[src/rtl/alu_sel_pkg.sv]
// Shared definitions for the ALU result selector: FSM state encoding,
// ALU op-code constants and default datapath sizes.
package alu_sel_pkg;

    typedef enum logic {
        IDLE = 1'b0,
        WAIT = 1'b1
    } state_t;

    localparam int DEF_WIDTH  = 32;
    localparam int DEF_NUM_IN = 8;

    localparam logic [2:0] OP_AND = 3'd0;
    localparam logic [2:0] OP_OR  = 3'd1;
    localparam logic [2:0] OP_ADD = 3'd2;
    localparam logic [2:0] OP_SUB = 3'd3;
    localparam logic [2:0] OP_XOR = 3'd4;
    localparam logic [2:0] OP_SLT = 3'd5;
    localparam logic [2:0] OP_NOR = 3'd6;
    localparam logic [2:0] OP_MOD = 3'd7;

endpackage

[src/rtl/result_fifo2.sv]
// Two-entry in-order result buffer; the head output keeps showing the most
// recently popped entry while the buffer is empty.
module result_fifo2 #(
    parameter int DW = 8
) (
    input  logic          clk,
    input  logic          rst_n,
    input  logic          push,
    input  logic [DW-1:0] push_data,
    input  logic          pop,
    output logic [1:0]    count,
    output logic [DW-1:0] head
);

    logic [DW-1:0] mem [2];
    logic          wr_ptr;
    logic          rd_ptr;
    logic          do_pop;

    assign do_pop = pop & (count != 2'd0);

    always_ff @(posedge clk or negedge rst_n) begin
        if (!rst_n) begin
            mem[0] <= '0;
            mem[1] <= '0;
            wr_ptr <= 1'b0;
            rd_ptr <= 1'b0;
            count  <= 2'd0;
        end else begin
            if (push) begin
                mem[wr_ptr] <= push_data;
                wr_ptr      <= ~wr_ptr;
            end
            if (do_pop) begin
                rd_ptr <= ~rd_ptr;
            end
            case ({push, do_pop})
                2'b10:   count <= count + 2'd1;
                2'b01:   count <= count - 2'd1;
                default: count <= count;
            endcase
        end
    end

    // When empty, the slot behind the read pointer holds the last entry that left.
    assign head = (count == 2'd0) ? mem[~rd_ptr] : mem[rd_ptr];

endmodule

[src/rtl/alu_result_select.sv]
// Handshaked N:1 ALU result selector: waits for the chosen unit's result,
// with timeout and illegal-op reporting, and queues results in a 2-entry buffer.
module alu_result_select
    import alu_sel_pkg::*;
#(
    parameter int WIDTH   = DEF_WIDTH,
    parameter int NUM_IN  = DEF_NUM_IN,
    parameter int SEL_W   = $clog2(NUM_IN),
    parameter int TIMEOUT = 64
) (
    input  logic                    clk,
    input  logic                    rst_n,
    input  logic [NUM_IN*WIDTH-1:0] in_data,
    input  logic [NUM_IN-1:0]       in_valid,
    input  logic [SEL_W-1:0]        req_op,
    input  logic                    req_valid,
    output logic                    req_ready,
    output logic [WIDTH-1:0]        out_data,
    output logic [SEL_W-1:0]        out_op,
    output logic                    out_err,
    output logic                    out_valid,
    input  logic                    out_ready,
    output logic                    busy
);

    localparam int TW   = (TIMEOUT > 0) ? $clog2(TIMEOUT + 1) : 1;
    localparam int NSEL = 1 << SEL_W;
    localparam int DW   = WIDTH + SEL_W + 1;
    localparam logic [TW-1:0] T_LAST = TW'((TIMEOUT > 0) ? TIMEOUT - 1 : 0);

    state_t            state;
    state_t            next_state;
    logic [SEL_W-1:0]  op_q;
    logic [SEL_W-1:0]  sel;
    logic [TW-1:0]     timer;
    logic [NSEL-1:0]   valid_pad;
    logic [WIDTH-1:0]  sel_data;
    logic [WIDTH-1:0]  push_dat;
    logic              op_illegal;
    logic              accept;
    logic              timed_out;
    logic              push;
    logic              push_err;
    logic              pop;
    logic              start_wait;
    logic              timer_inc;
    logic [1:0]        count;
    logic [DW-1:0]     push_word;
    logic [DW-1:0]     head;

    assign sel = (state == IDLE) ? req_op : op_q;

    // Zero-extend the valid vector so any select code indexes a defined bit.
    always_comb begin
        valid_pad               = '0;
        valid_pad[NUM_IN-1:0]   = in_valid;
    end

    always_comb begin
        sel_data = '0;
        for (int k = 0; k < NUM_IN; k++) begin
            if (sel == SEL_W'(k)) begin
                sel_data = in_data[k*WIDTH +: WIDTH];
            end
        end
    end

    generate
        if (NUM_IN < NSEL) begin : g_illegal
            assign op_illegal = ({1'b0, req_op} >= (SEL_W + 1)'(NUM_IN));
        end else begin : g_no_illegal
            assign op_illegal = 1'b0;
        end
    endgenerate

    assign req_ready = (state == IDLE) && (count != 2'd2);
    assign accept    = req_valid & req_ready;
    assign timed_out = (TIMEOUT != 0) && (timer == T_LAST);
    assign busy      = (state == WAIT);

    // Next state and push decisions; a valid result outranks a coincident timeout.
    always_comb begin
        next_state = state;
        push       = 1'b0;
        push_err   = 1'b0;
        start_wait = 1'b0;
        timer_inc  = 1'b0;
        case (state)
            IDLE: begin
                if (accept) begin
                    if (op_illegal) begin
                        push     = 1'b1;
                        push_err = 1'b1;
                    end else if (valid_pad[sel]) begin
                        push = 1'b1;
                    end else begin
                        start_wait = 1'b1;
                        next_state = WAIT;
                    end
                end
            end
            WAIT: begin
                if (valid_pad[sel]) begin
                    push       = 1'b1;
                    next_state = IDLE;
                end else if (timed_out) begin
                    push       = 1'b1;
                    push_err   = 1'b1;
                    next_state = IDLE;
                end else begin
                    timer_inc = 1'b1;
                end
            end
            default: next_state = IDLE;
        endcase
    end

    // State, latched op and a saturating wait timer.
    always_ff @(posedge clk or negedge rst_n) begin
        if (!rst_n) begin
            state <= IDLE;
            op_q  <= '0;
            timer <= '0;
        end else begin
            state <= next_state;
            if (start_wait) begin
                op_q  <= req_op;
                timer <= '0;
            end else if (timer_inc && (timer != '1)) begin
                timer <= timer + 1'b1;
            end
        end
    end

    assign push_dat  = push_err ? '0 : sel_data;
    assign push_word = {push_dat, sel, push_err};
    assign pop       = out_valid & out_ready;
    assign out_valid = (count != 2'd0);

    result_fifo2 #(
        .DW (DW)
    ) u_fifo (
        .clk       (clk),
        .rst_n     (rst_n),
        .push      (push),
        .push_data (push_word),
        .pop       (pop),
        .count     (count),
        .head      (head)
    );

    assign {out_data, out_op, out_err} = head;

endmodule

[config.mk]
export PLATFORM = sky130hd
export DESIGN_NAME = alu_result_select
export DESIGN_NICKNAME = d
export VERILOG_FILES = /design/src/rtl/alu_sel_pkg.sv /design/src/rtl/result_fifo2.sv /design/src/rtl/alu_result_select.sv
export SDC_FILE = /design/constraint.sdc
export NUM_CORES = 1
export LEC_CHECK = 0
export ABC_CLOCK_PERIOD_IN_PS = 4350
export CORE_MARGIN = 4
export CORE_UTILIZATION = 45
export CTS_CLUSTER_SIZE = 12
export DETAILED_ROUTE_END_ITERATION = 16
export PLACE_DENSITY = 0.95
export SKIP_CTS_REPAIR_TIMING = 1
export SYNTH_ARGS = -nofsm -noshare
export SYNTH_HDL_FRONTEND = slang
export SYNTH_SLANG_ARGS = --single-unit
[constraint.sdc]
create_clock -name clk -period 4.35 [get_ports clk]
set_input_delay 0.87 -clock clk [delete_from_list [all_inputs] [get_ports clk]]
set_output_delay 0.87 -clock clk [all_outputs]
set_load 0.005 [all_outputs]
==> impl_metrics.toml, run 1 <==
[detailed_routing]
first_pass_iters = 6
wl_per_cell_um = 23.4
drtAntennaViolNets = 0
drtIter0Drc = 1026
routed_wl_um = 28000
num_vias = 7503
drc = 0
routed_via_density = 6.25

[job]
drv_cap = 0

[layout]
drive_gt1_share_pct = 9.31
diodes = 0
finish.instance_area_um2 = 9860
synthToLayoutAreaGrowth_pct = 54.6
nets = 1288

[pwr]
ir_worst_vdd_mv = 0.343
power_density_nw_per_um2 = 653
p_leak_nw = 3.84

[sta]
hold_ws_ns = 0.476
slew_headroom_pct = 28.3
finalMaxSlewViolations = 0
tns_ns = 0
worst_pin_slew_ns = 1.07
finClkSkew_ns = 0.0100
clock.fmax_mhz = 268
setup_viol = 0
rsz0062_at_grt = "no"
period_needed_ns = 3.73
setup_slack_ns = 0.622
period_share_pct = 85.7
finalHoldViolCount = 0

[placement]
port_buffers = 309
gp_congestion = 0.949
dpl-instance-area_um2 = 9540
dp_hpwl_um = 21400
pre_cts_slack_ns = 0.340

[critical_path]
worstPathMaxFanout = 22
path_common_cell = "nor2_1"
cpMaxStageDelayCell = "clkdlybuf4s50_1"
cp_cell_sequence = "clkdlybuf4s50_1 -> mux2_2 -> nor2_1 -> a22o_1 -> o31a_1 -> o22ai_1 -> ha_1 -> nor2_1 -> xor2_1"
startpoint_type = "primary input"
critPathRequiredTime_ns = 4.62
crit_path_end_kind = "register"
worst_path_largest_cell_delay_ns = 0.59
path_class = "primary input to register"
cp.arrival_ns = 3.99

[synthesis]
synth_edf_count = 0
postSynth.asyncResetShare_pct = 100
synthDistinctLibCells = 50
synth_top_cell_area_share_pct = 34.1
syn_nets = 1021
yosys.area.top_type = "dfrtp_1"
synth.avg_cell_area_um2 = 8.53
yosysWarningCount = 0
synth_top_cells_by_count = "90 x nand2_1, 87 x dfrtp_1, 68 x a21oi_1, 63 x a22o_1"
synthMostInstantiatedCell = "nand2_1"
synth_area_leaders = "dfrtp_1 34%, a22o_1 8.6%, mux2_2 8.6%"
synthCells = 748
synth_top_flop_cell = "dfrtp_1"
synth_area_um2 = 6380
yosysSeqAreaShare_pct = 34.1
synth-seq-cells = 87

[die]
die_x_um = 127
die_area_um2 = 16100
initial_utilization_pct = 46.0
core.rowCount = 43
pin_count = 310
core_area_um2 = 13900
die_height_um = 127

[global_route]
grt_pass1_vias = 7157
grt_antenna_before_repair = 0
grt_pass1_wl_um = 41600
grt.overflow.total = 0
track_usage_pct = 33.2
grt_start_max_net_pins = 88

[clock_tree]
cts.path.max_buffers = 2
clk_pin_slew_ns = 0.07
cts_tree = "done"
cts.sinks = 87
clkLatencyLatePin_ns = 0.34
ctsHtreeMaxLevel = 3
cts_root_buffer = "clkbuf_16"
numCtsBuffers = 9

[worst_hold_path]
min_path_type = "register to register"

[outcome]
status = "finished, final reports clean"
==> cells by family (layout without fill, tap and decap cells) <==
group                    count (synthesis)  after routing  share of synthesized area (%)
AO/OA/AOI/OAI                          306            306                           33.4
AND/OR/NAND/NOR                        218            218                           15.2
flip-flops                              87             87                           34.1
buffers and inverters                   74            346                           6.22
multiplexers                            55             55                           9.86
XOR/XNOR                                 6              6                          0.824
adder cells (fa/ha/maj)                  2              2                          0.392
==> placed cells by master (no fill, tap or decap), types with 3 or more instances in the layout <==
master and n:
xnor2_1 3, o21ai_0 49, nand3_1 20, nor2_1 48
o31ai_1 3, a2111oi_0 8, mux2_2 49, and2_1 10
nor3_1 34, nand2_1 90, a22oi_1 14, nand3b_1 3
a211oi_1 25, a21oi_1 68, inv_6 3, mux2i_4 3
clkbuf_16 9, clkdlybuf4s50_1 308, o211ai_1 11, a221oi_1 8
buf_4 18, o22a_1 24, dfrtp_1 87, a31oi_1 17
inv_1 3, a22o_1 63
==> critical path: cells and delay by family <==
kind	cells	cell delay, ns
adder cells (fa/ha/maj)	1	0.38
AO/OA/AOI/OAI	3	1.11
AND/OR/NAND/NOR	2	0.36
multiplexers	1	0.52
XOR/XNOR	1	0.15
buffers and inverters	1	0.59
==> final timing paths <==
path | from | end | slack [ns] | cells after the start
min in group asynchronous | rst_n | u_fifo.mem[36] | 0.70 | 1
max reg2reg | busy | u_fifo.count[1] | 0.82 | 9
min | u_fifo.mem[38] | u_fifo.mem[38] | 0.48 | 2
max | req_op[0] | u_fifo.count[1] | 0.62 | 9
min reg2reg | u_fifo.mem[38] | u_fifo.mem[38] | 0.48 | 2
max in group asynchronous | rst_n | timer[2] | 2.93 | 1
==> power breakdown <==
part / internal (mW) / leakage, nW / total [mW] / switching (mW)
logic: 2.01 / 2.59 / 4.14 / 2.12
clock network: 0.510 / 0.153 / 0.853 / 0.344
registers: 1.17 / 1.10 / 1.45 / 0.279
==> routing by layer <==
layer,GRT usage [%],part of all wire (%),vias up
met2,53.8,48,496
met4,9.53,2.9,0
met3,6.44,9.9,58
met5,0,0,-
li1,-,-,3372
met1,45.5,39,3577
==> stage by stage <==
step / util [%] / power (mW) / cells
finish: 71.1 / 6.44 / 1200
global route: 71.1 / 6.76 / 1200
CTS: 71.1 / 6.37 / 1200
detailed placement: 68.7 / 5.48 / 1184
global placement: 68.7 / 5.39 / 1184
floorplan: - / 3.82 / 748
==> cell type report <==
type	count	area, um2
inverter	3	11.3
clock buffer	9	225
multi-input combinational	587	3880
timing repair buffer	327	3240
sequential	87	2180
tap	180	225
fill	1039	4020
clock inverter	7	101
==> flip-flops by register name, summed over array words and instances, names as in the netlist <==
name,count
timer,7
u_fifo.rd_ptr,1
u_fifo.wr_ptr,1
busy,1
u_fifo.count,2
u_fifo.mem,72
op_q,3
Note: power is estimated with default switching activity, not from simulation.
==> run 2, diff against run 1 <==
- CTS_CLUSTER_DIAMETER: default -> 200
==> results of run 2 <==
The final DEF is identical to that of run 1; final timing and power are the same.
==> run 3, diff against run 2 <==
- TNS_END_PERCENT: default -> 20
==> results of run 3 <==
The final DEF is identical to that of run 1; final timing and power are the same.
